===== config.mk =====
export PLATFORM = sky130hd
export DESIGN_NAME = multi_port_pop_fifo
export DESIGN_NICKNAME = d
export VERILOG_FILES = /design/src/rtl/multi_port_pop_fifo.sv
export SDC_FILE = /design/constraint.sdc
export NUM_CORES = 1
export LEC_CHECK = 0
export ABC_AREA = 0
export CAP_MARGIN = 20
export CORE_UTILIZATION = 60
export CTS_BUF_LIST = sky130_fd_sc_hd__clkbuf_8
export DETAILED_ROUTE_END_ITERATION = 16
export PLACE_DENSITY = 0.86
export SLEW_MARGIN = 20
export SYNTH_ARGS = -nofsm -noshare
export SYNTH_HDL_FRONTEND = slang
export SYNTH_SLANG_ARGS = --single-unit

===== constraint.sdc =====
create_clock -name clk -period 7.03 [get_ports clk]
set_clock_uncertainty 0.15 [all_clocks]
set_input_delay 1.406 -clock clk [delete_from_list [all_inputs] [get_ports clk]]
set_output_delay 1.406 -clock clk [all_outputs]
set_load 0.05 [all_outputs]

===== src/rtl/multi_port_pop_fifo.sv =====
// Multi-port in-order issue buffer: up to IN_PORTS pushes per cycle into a ring, oldest OUT_PORTS
// entries exposed as a consumer window. Optional high-water mark via MULTI_PORT_POP_FIFO_HWM_EN.
module multi_port_pop_fifo #(
    parameter int DATA_WIDTH = 32,
    parameter int DEPTH      = 8,
    parameter int IN_PORTS   = 2,
    parameter int OUT_PORTS  = 2,
    parameter int IN_ORDER   = 0
) (
    input  logic                             clk,
    input  logic                             rst,
    input  logic                             flush,
    input  logic [IN_PORTS-1:0]              in_valid,
    input  logic [IN_PORTS*DATA_WIDTH-1:0]   in_data,
    output logic [IN_PORTS-1:0]              in_ready,
    output logic [OUT_PORTS-1:0]             out_valid,
    output logic [OUT_PORTS*DATA_WIDTH-1:0]  out_data,
    input  logic [OUT_PORTS-1:0]             out_ready,
`ifdef MULTI_PORT_POP_FIFO_HWM_EN
    input  logic                             hwm_clear,
    output logic [$clog2(DEPTH+1)-1:0]       hwm,
`endif
    output logic [$clog2(DEPTH+1)-1:0]       count
);

    localparam int PW = $clog2(DEPTH);
    localparam int CW = $clog2(DEPTH+1);

    // Handshake: a port transfers when valid & ready are both high at the rising edge. Pushes are
    // accepted as the leading run of ready&valid from port 0; slot j is taken when out_valid[j] &
    // out_ready[j]. With IN_ORDER=1 out_valid depends on out_ready combinationally.
    logic [DATA_WIDTH-1:0] mem [DEPTH];
    logic [PW-1:0]         head;
    logic [PW-1:0]         tail;
    logic [OUT_PORTS-1:0]  done;

    logic [OUT_PORTS-1:0]  live;
    logic [OUT_PORTS-1:0]  take;
    logic [OUT_PORTS-1:0]  nd;
    logic [PW-1:0]         rd_idx;
    logic [CW-1:0]         count_next;
    logic                  run;
    logic                  blocked;
    int                    push_cnt;
    int                    pop_cnt;

    always_comb begin
        push_cnt = 0;
        run      = 1'b1;
        for (int i = 0; i < IN_PORTS; i++) begin
            in_ready[i] = ~flush && ((DEPTH - int'(count)) > i);
            if (run && in_valid[i] && in_ready[i]) push_cnt = push_cnt + 1;
            else run = 1'b0;
        end

        blocked  = 1'b0;
        rd_idx   = '0;
        out_data = '0;
        for (int j = 0; j < OUT_PORTS; j++) begin
            live[j]      = (int'(count) > j) && !done[j];
            out_valid[j] = ~flush && live[j] && !((IN_ORDER != 0) && blocked);
            if (live[j] && !out_ready[j]) blocked = 1'b1;
            rd_idx = head + PW'(j);
            out_data[j*DATA_WIDTH +: DATA_WIDTH] = mem[rd_idx];
        end

        take = out_valid & out_ready;
        nd   = done | take;

        // Only the contiguous consumed prefix retires; later consumed slots wait in done.
        pop_cnt = 0;
        run     = 1'b1;
        for (int j = 0; j < OUT_PORTS; j++) begin
            if (run && nd[j] && (int'(count) > j)) pop_cnt = pop_cnt + 1;
            else run = 1'b0;
        end

        count_next = flush ? '0 : CW'(int'(count) + push_cnt - pop_cnt);
    end

    always_ff @(posedge clk) begin
        if (rst || flush) begin
            head  <= '0;
            tail  <= '0;
            count <= '0;
            done  <= '0;
        end else begin
            head  <= head + PW'(pop_cnt);
            tail  <= tail + PW'(push_cnt);
            count <= count_next;
            done  <= nd >> pop_cnt;
        end
    end

    // Payload storage carries no reset; push_cnt is already zero during flush.
    always_ff @(posedge clk) begin
        if (!rst) begin
            for (int i = 0; i < IN_PORTS; i++) begin
                if (i < push_cnt) mem[tail + PW'(i)] <= in_data[i*DATA_WIDTH +: DATA_WIDTH];
            end
        end
    end

`ifdef MULTI_PORT_POP_FIFO_HWM_EN
    // Flush empties the buffer but keeps the recorded peak.
    always_ff @(posedge clk) begin
        if (rst || hwm_clear) hwm <= '0;
        else if (count_next > hwm) hwm <= count_next;
    end
`endif

endmodule

==> flow_metrics.py, run 1 <==
metrics = {
    "outcome": {
        "status": "complete, no violations",
    },
    "synth": {
        "ys_seq_area_share_pct": 50.94,
        "synth_edf_count": 256,
        "syn_inst": 888,
        "async_reset_ff_share_pct": 0,
        "synth.most_common_cell": "mux2_2",
        "synth_top_area_share_pct": 49.39,
        "synth_nets": 981,
        "synthFlopType": "edfxtp_1",
        "netlist-cell-type-count": 45,
        "synth_area_sq_um": 15560,
        "synth_top_cell_by_area": "edfxtp_1",
        "yosys_warnings": 0,
        "synth.top_cells.by_count": "mux2_2 (311), edfxtp_1 (256), mux4_2 (128)",
        "synth_seq_cells": 268,
        "syn_avg_cell_area_sq_um": 17.53,
        "synth_area_leaders": "edfxtp_1 (49%), mux2_2 (23%), mux4_2 (19%)",
    },
    "setup_path": {
        "endpoint_kind": "primary output",
        "crit_chain": "ha_4 -> buf_4 -> mux4_2 -> mux2_2 -> clkdlybuf4s50_1",
        "path_max_fanout": 36,
        "rr_worst_depth": 10,
        "setup.worst_path.class": "register to primary output",
        "cp_slowest_cell": "ha_4",
        "start_kind": "register",
        "arrival_ns": 3.84,
        "r2r_end": "mem[7][14]",
        "slowest_delay_ns": 0.83,
        "r2r_slack_ns": 2.62,
        "r2r-start": "count[1]",
        "worst-endpoint-required_ns": 5.47,
        "critPathBufInv": 2,
        "crit_family": "buffers and inverters",
    },
    "cells_and_area": {
        "seq_area_sq_um": 7936,
        "area_growth_pct": 16.62,
        "fill_cells": 1572,
        "antenna_cells": 0,
        "final_core_util_pct": 71.66,
        "multiInputGateArea_sq_um": 7453,
        "nets": 1123,
        "layout-drive-gt1-share_pct": 50.24,
    },
    "routing": {
        "drt_iter0_markers": 847,
        "vias": 9120,
        "wire_per_inst_um": 25.81,
        "drt-total-wl_mm": 35.85,
        "ant_nets": 0,
        "viasPerCell": 6.566,
        "drt-pass1-iter-count": 5,
        "drcViolationCount": 0,
    },
    "placed_design": {
        "port_buffers": 142,
        "place_ws_ns": 1.574,
        "gp_congestion": 0.7815,
        "dp_hpwl_mm": 22.73,
    },
    "die": {
        "ios": 143,
        "die_w_um": 163.1,
        "dieArea_sq_um": 26590,
        "rows": 58,
        "chipHeight_um": 163.1,
        "start_util_pct": 61.45,
        "design.core.area_sq_um": 25330,
    },
    "min_path": {
        "hp-class": "register to register",
        "holdPathEnd": "done[1]",
        "hold_start": "done[1]",
        "min_path_cells": 2,
    },
    "sta": {
        "max_freq_mhz": 185.4,
        "rsz0062_at_grt": "false",
        "fin_ws_ns": 1.635,
        "hold_viol_final": 0,
        "timing.final.crit_share_pct": 76.74,
        "setup_viol": 0,
        "relSlewSlack_pct": 24.80,
        "setup_tns_ns": 0,
        "tightest_slew_ns": 1.124,
        "period_needed_ns": 5.395,
        "slew_violations": 0,
    },
    "clock_network": {
        "postCtsHoldBufs": 0,
        "htreeDepth": 2,
        "cts_resized": 0,
        "clk_pin_slew_ns": 0.07,
        "clock_path_buffers": 3,
        "cts-buffers-inserted": 43,
        "cts_setup_buffers": 0,
        "clock_latency_ns": 0.54,
        "cts_sinks": 268,
        "ctsRootBufferMaster": "clkbuf_8",
        "tritoncts": "built",
    },
    "global_routing": {
        "grt_max_degree": 71,
        "grt_first_pass_wirelength_mm": 56.05,
        "grt_remaining_overflow": 0,
        "grt_antenna_before_repair": 0,
        "grt_pass1_vias": 9782,
        "gr-usage-all-layers_pct": 28.26,
    },
    "job": {
        "maxCapViolCount": 0,
    },
    "power": {
        "p_per_area_nw_per_um2": 213.4,
        "ir_drop_v": 0.0002394,
        "fin_total_pwr_uw": 3874,
        "power.leakage_uw": 0.005776,
    },
}
-- report_power, final --
part           internal [uW]  switching [uW]  total [uW]  leakage (uW)
registers               1790            30.1        1820       0.00241
clock network            569             598        1170      0.000422
logic                    392             491         883       0.00295
total                   2750            1120        3870       0.00578
-- worst reg2reg max path, stage by stage, from the launching register on --
cell and delay, ns:
dfxtp_1 0.47, inv_1 0.13, ha_1 0.25, nor2b_1 0.17, a311oi_2 0.32, and4_1 0.25, ha_1 0.26, nor4bb_1 0.44
nand2_2 0.68, o21ai_4 0.57, buf_4 0.39
-- registers in the layout, indices dropped and copies added (netlist names) --
signal	flops
count	4
done	2
tail	3
mem	256
head	3
-- layout by cell type (no fill, tap or decap), types with 5 or more instances in the layout --
master	Yosys	routed
a211oi_1	5	5
and2_1	6	6
buf_4	1	13
clkbuf_8	0	43
clkdlybuf4s50_1	0	142
clkinv_1	0	10
clkinv_2	0	7
dfxtp_1	12	9
edfxtp_1	256	256
ha_1	18	17
inv_1	13	26
mux2_1	9	9
mux2_2	311	311
mux4_2	128	128
nand2_1	13	7
nand2_2	0	6
nor2_1	9	7
-- kinds of logic (layout without fill, tap and decap cells) --
| logic type | after synthesis | count (layout) | share of synthesized area (%) |
|---|---|---|---|
| multiplexers | 449 | 449 | 41.74 |
| flip-flops | 268 | 268 | 50.94 |
| buffers and inverters | 74 | 245 | 2.211 |
| AND/OR/NAND/NOR | 45 | 45 | 1.592 |
| AO/OA/AOI/OAI | 24 | 24 | 1.126 |
| adder cells (fa/ha/maj) | 22 | 22 | 1.962 |
| XOR/XNOR | 6 | 6 | 0.4342 |
-- how the worst max path moves through the flow --
stage                        from      endpoint  cells after the start
after floorplan             flush     mem[0][0]                      6
after global placement      flush    mem[7][10]                      8
after detailed placement    flush     mem[7][9]                      8
after CTS                 head[0]  out_data[36]                      5
after global routing      head[0]  out_data[36]                      5
final                     head[0]  out_data[36]                      5
-- cell type report --
| type | instances | area share (%) |
|---|---|---|
| sequential | 268 | 43.73 |
| inverter | 13 | 0.2689 |
| clock inverter | 31 | 0.7101 |
| timing repair buffer | 158 | 8.693 |
| tap | 330 | 2.275 |
| multi-input combinational | 546 | 41.07 |
| clock buffer | 43 | 3.261 |
-- layer usage --
layer  wire length [um]  GRT usage [%]  up-vias
met2              18420          48.18      371
met5                  0              0        -
met3               2243          4.012       58
met4                762          8.071        0
met1              14420          38.09     4714
li1                   -              -     3977
-- metrics by stage --
| stage | instances | instance area [sq um] | hold slack [ns] |
|---|---|---|---|
| final | 1389 | 18150 | 0.3826 |
| after global routing | 1389 | 18150 | 0.4069 |
| after CTS | 1389 | 18140 | 0.3813 |
| after detailed placement | 1315 | 17420 | 0.3699 |
| after global placement | 1313 | 17380 | 0.3447 |
| after floorplan | 888 | 15560 | 0.3200 |
(Power assumes the default switching activity.)
==> run 2: changes to the inputs <==
==> constraint.sdc (replaced) <==
create_clock -name clk -period 5.65 [get_ports clk]
set_clock_uncertainty 0.15 [all_clocks]
set_input_delay 1.13 -clock clk [delete_from_list [all_inputs] [get_ports clk]]
set_output_delay 1.13 -clock clk [all_outputs]
set_load 0.05 [all_outputs]
==> flow_metrics.py, run 2 (synthesis results as in run 1) <==
metrics = {
    "outcome": {
        "status": "complete, no violations",
    },
    "setup_path": {
        "slowest_delay_ns": 0.70,
        "arrival_ns": 3.60,
        "setup.worst_path.class": "register to primary output",
        "rr_worst_depth": 10,
        "critPathBufInv": 2,
        "r2r-start": "count[1]",
        "worst-endpoint-required_ns": 4.37,
        "cp_slowest_cell": "ha_4",
        "critPathLaunch": "head[0]",
        "crit_chain": "ha_4 -> buf_4 -> mux4_2 -> mux2_2 -> clkdlybuf4s50_1",
        "crit_family": "buffers and inverters",
        "start_kind": "register",
        "endpoint_kind": "primary output",
        "r2r_end": "mem[2][12]",
        "r2r_slack_ns": 1.54,
        "path_max_fanout": 31,
    },
    "cells_and_area": {
        "fill_cells": 1602,
        "regMostFlops": "mem",
        "area_growth_pct": 17.58,
        "layout_common_cells": "mux2_2 (311), edfxtp_1 (256), clkdlybuf4s50_1 (142), mux4_2 (128), clkbuf_8 (47)",
        "final_common_cell": "mux2_2",
        "antenna_cells": 0,
        "reg_top3": "mem: 256 flops, count: 4 flops",
        "nets": 1134,
        "layout-drive-gt1-share_pct": 50.28,
        "final_cells": 1404,
        "largest_register_ffs": 256,
    },
    "routing": {
        "ant_nets": 0,
        "viasPerCell": 6.698,
        "drcViolationCount": 0,
        "wire_per_inst_um": 26.64,
        "drt-total-wl_mm": 37.40,
        "vias": 9404,
        "drt-pass1-iter-count": 5,
        "drt_iter0_markers": 768,
    },
    "min_path": {
        "hp-class": "register to register",
        "holdPathEnd": "done[1]",
        "hold_start": "done[1]",
        "min_path_cells": 2,
    },
    "global_routing": {
        "grt_remaining_overflow": 0,
        "gr-usage-all-layers_pct": 29.23,
        "grt_first_pass_wirelength_mm": 57.75,
        "grt_max_degree": 130,
        "grt_pass1_vias": 10070,
        "grt_antenna_before_repair": 0,
    },
    "clock_network": {
        "cts_sinks": 268,
        "clk_pin_slew_ns": 0.06,
        "cts_setup_buffers": 0,
        "clock_path_buffers": 3,
        "ctsRootBufferMaster": "clkbuf_8",
        "postCtsHoldBufs": 0,
        "htreeDepth": 2,
        "cts-buffers-inserted": 45,
        "clock_latency_ns": 0.56,
        "cts_resized": 0,
        "tritoncts": "built",
    },
    "sta": {
        "max_freq_mhz": 204.7,
        "rsz0062_at_grt": "false",
        "timing.final.crit_share_pct": 86.46,
        "period_needed_ns": 4.885,
        "setup_tns_ns": 0,
        "slew_violations": 0,
        "hold_viol_final": 0,
        "tightest_slew_ns": 1.071,
        "setup_viol": 0,
        "relSlewSlack_pct": 28.61,
    },
    "die": {
        "ios": 143,
        "die_w_um": 163.1,
        "rows": 58,
        "dieArea_sq_um": 26590,
        "design.core.area_sq_um": 25330,
        "chipHeight_um": 163.1,
        "start_util_pct": 61.45,
    },
    "power": {
        "p_per_area_nw_per_um2": 268.2,
        "power.leakage_uw": 0.005844,
        "ir_drop_v": 0.0002055,
    },
    "placed_design": {
        "dp_hpwl_mm": 23.43,
        "port_buffers": 142,
        "dp_cells": 1324,
        "gp_congestion": 0.8435,
    },
    "job": {
        "maxCapViolCount": 0,
    },
}
==> run 2: changes by cell type in the layout (fill, tap and decap cells not counted), sizes merged <==
| cell | change |
|---|---|
| clkbuf | +4 |
| inv | +1 |
| clkinv | +1 |
| buf | +9 |
==> run 2: area by class of cell <==
class	count	area (sq um)	area share [%]
flip-flops and latches	268	7936	43.37
multi-input cells	546	7453	40.73
repair buffers	167	1672	9.134
clock buffers	47	646.9	3.535
well taps	330	412.9	2.256
clock inverters	33	130.1	0.7111
inverters	13	48.80	0.2666
==> run 2: routing by layer <==
| layer | global-route usage [%] | up-vias | part of all wire (%) | wire length [um] |
|---|---|---|---|---|
| met5 | 0 | - | 0 | 0 |
| met4 | 9.176 | 0 | 2.2 | 807 |
| met3 | 5.130 | 62 | 7.5 | 2795 |
| met2 | 48.99 | 431 | 51 | 19050 |
| met1 | 39.10 | 4907 | 39 | 14740 |
| li1 | - | 4004 | - | - |
==> run 2: per-stage QoR <==
step / worst slack, ns / hold slack [ns] / area [sq um] / total power, uW / utilization, %
after floorplan: -0.009375 / 0.3200 / 15570 / 3055 / -
after global placement: 1.020 / 0.3503 / 17520 / 3395 / 69.19
after detailed placement: 0.8888 / 0.3539 / 17520 / 3415 / 69.19
after CTS: 0.6543 / 0.3645 / 18300 / 4933 / 72.26
after global routing: 0.5842 / 0.3968 / 18300 / 5078 / 72.26
final: 0.7653 / 0.3720 / 18300 / 4908 / 72.26
==> run 2: worst min-delay path, cell delays in order, from the launching register on <==
cell and delay [ns]:
dfxtp_1 0.32, inv_1 0.09, a211oi_1 0.07
==> run 2: worst max path at each step <==
stage,end,depth (start not counted)
global placement,mem[2][12],8
floorplan,mem[3][0],9
global route,out_data[56],5
finish,out_data[56],5
detailed placement,mem[2][12],8
CTS,out_data[56],5
==> run 2: where the power goes <==
part	internal (uW)	total [uW]	switching, uW
clock	765	1530	763
combinational	492	1110	622
sequential	2230	2270	34.6
==> run 3: changes to the inputs <==
--- a/config.mk
+++ b/config.mk
@@ -7,8 +7,9 @@
 export LEC_CHECK = 0
 export ABC_AREA = 0
 export CAP_MARGIN = 20
+export CORE_MARGIN = 4
 export CORE_UTILIZATION = 60
-export CTS_BUF_LIST = sky130_fd_sc_hd__clkbuf_8
+export CTS_BUF_LIST = sky130_fd_sc_hd__clkbuf_4
 export DETAILED_ROUTE_END_ITERATION = 16
 export PLACE_DENSITY = 0.86
 export SLEW_MARGIN = 20
==> flow_metrics.py, run 3 (synthesis results as in run 1) <==
metrics = {
    "sta": {
        "period_needed_ns": 4.997,
        "rsz0062_at_grt": "false",
        "slew_violations": 0,
        "setup_tns_ns": 0,
        "setup_viol": 0,
        "max_freq_mhz": 200.1,
        "tightest_slew_ns": 1.070,
        "hold_viol_final": 0,
        "relSlewSlack_pct": 28.66,
        "timing.final.crit_share_pct": 88.45,
    },
    "cells_and_area": {
        "area_growth_pct": 18.15,
        "layout-drive-gt1-share_pct": 54.14,
        "reg_top3": "mem: 256 flops, count: 4 flops",
        "layout_common_cells": "mux2_2 (311), edfxtp_1 (256), clkdlybuf4s50_1 (142), mux4_2 (128), clkbuf_4 (107)",
        "nets": 1159,
        "fin_area_sq_um": 18390,
        "final_common_cell": "mux2_2",
        "fill_cells": 1553,
        "regMostFlops": "mem",
        "largest_register_ffs": 256,
        "final_core_util_pct": 72.61,
    },
    "min_path": {
        "hold_start": "done[1]",
        "min_path_cells": 2,
        "holdPathEnd": "done[1]",
        "hp-class": "register to register",
    },
    "power": {
        "power.leakage_uw": 0.005925,
        "clkPwrFrac_pct": 33.0,
        "p_comb_share_pct": 22.0,
        "ir_drop_v": 0.0001879,
        "power_switching_uw": 1416,
        "p_int_uw": 3624,
        "fin_total_pwr_uw": 5039,
        "p_per_area_nw_per_um2": 274.0,
        "pwr-share-seq_pct": 44.9,
        "switching_share_pct": 28.09,
    },
    "clock_network": {
        "clock_path_buffers": 3,
        "cts_setup_buffers": 0,
        "cts_sinks": 268,
        "clock_latency_ns": 0.67,
        "ctsRootBufferMaster": "clkbuf_4",
        "clk_pin_slew_ns": 0.06,
        "postCtsHoldBufs": 0,
        "cts_resized": 0,
        "cts-buffers-inserted": 71,
        "tritoncts": "built",
        "htreeDepth": 3,
    },
    "die": {
        "die_w_um": 169.1,
        "ios": 143,
        "chipHeight_um": 169.1,
        "dieArea_sq_um": 28580,
        "rows": 58,
        "start_util_pct": 61.45,
        "design.core.area_sq_um": 25330,
    },
    "setup_path": {
        "rr_worst_depth": 10,
        "r2r_slack_ns": 1.71,
        "start_kind": "register",
        "endpoint_kind": "primary output",
        "r2r_end": "mem[6][4]",
        "r2r-start": "count[0]",
        "worst-endpoint-required_ns": 4.37,
        "path_max_fanout": 32,
        "arrival_ns": 3.72,
        "setup.worst_path.class": "register to primary output",
    },
    "global_routing": {
        "gr-usage-all-layers_pct": 26.72,
        "grt_remaining_overflow": 0,
        "grt_pass1_vias": 10160,
        "grt_first_pass_wirelength_mm": 58.62,
        "grt_max_degree": 130,
        "grt_antenna_before_repair": 3,
    },
    "routing": {
        "drt_iter0_markers": 892,
        "drcViolationCount": 0,
        "drt-pass1-iter-count": 5,
        "wire_per_inst_um": 26.09,
        "ant_nets": 0,
        "vias": 9652,
        "drt-total-wl_mm": 37.59,
        "viasPerCell": 6.698,
    },
    "placed_design": {
        "port_buffers": 142,
        "dp_hpwl_mm": 23.46,
        "placed_cell_area_sq_um": 17520,
        "gp_congestion": 0.7935,
    },
    "outcome": {
        "status": "complete, no violations",
    },
    "job": {
        "maxCapViolCount": 0,
    },
}
==> run 3: worst max-delay path by stage <==
stage                   from            to  slack [ns]  cells past startpoint
finish               head[0]  out_data[54]        0.65                      5
global route         head[0]  out_data[50]        0.45                      5
global placement       flush    mem[2][15]        1.15                      7
CTS                  head[0]  out_data[54]        0.55                      5
detailed placement     flush    mem[6][21]         1.0                      8
floorplan           count[1]     mem[3][0]      -0.009                      9
==> run 3: critical path, stage by stage (launching register included) <==
cell             delay, ns
dfxtp_4               0.36
ha_4                  0.74
buf_4                 0.40
mux4_2                0.57
mux2_2                0.28
clkdlybuf4s50_1       0.70
==> run 3: final cells by class <==
cell class / count / area [sq um] / area share [%]
multi-input cells: 546 / 7453 / 40.53
diodes: 1 / 2.502 / 0.01361
clock inverters: 10 / 67.56 / 0.3674
flip-flops and latches: 268 / 7936 / 43.16
clock buffers: 107 / 803.3 / 4.368
well taps: 330 / 412.9 / 2.245
inverters: 13 / 48.80 / 0.2654
repair buffers: 166 / 1664 / 9.049
==> run 3: metrics by stage <==
step           cells  worst slack, ns  hold WS, ns
3_3_place_gp    1323            1.149       0.3465
4_1_cts         1440           0.5544       0.3783
6_report        1441           0.6528       0.3843
5_1_grt         1441           0.4480       0.4086
3_5_place_dp    1323           0.9955       0.3706
2_1_floorplan    888        -0.009375       0.3200
==> run 3: power by group through the flow <==
stage | registers [uW] | logic (uW) | clock network (uW)
final | 2260 | 1110 | 1660
after global placement | 2300 | 1090 | 0
after detailed placement | 2310 | 1110 | 0
after global routing | 2270 | 1180 | 1810
after CTS | 2260 | 1120 | 1690
after floorplan | 2320 | 739 | 0
==> run 3: layer usage <==
layer | vias up | wire [um] | share of wire (%) | track usage [%]
met3 | 83 | 3074 | 8.2 | 5.745
li1 | 4097 | - | - | -
met4 | 4 | 1016 | 2.7 | 8.960
met1 | 4971 | 14240 | 38 | 35.02
met2 | 497 | 19250 | 51 | 45.00
met5 | - | 21 | 0.056 | 0
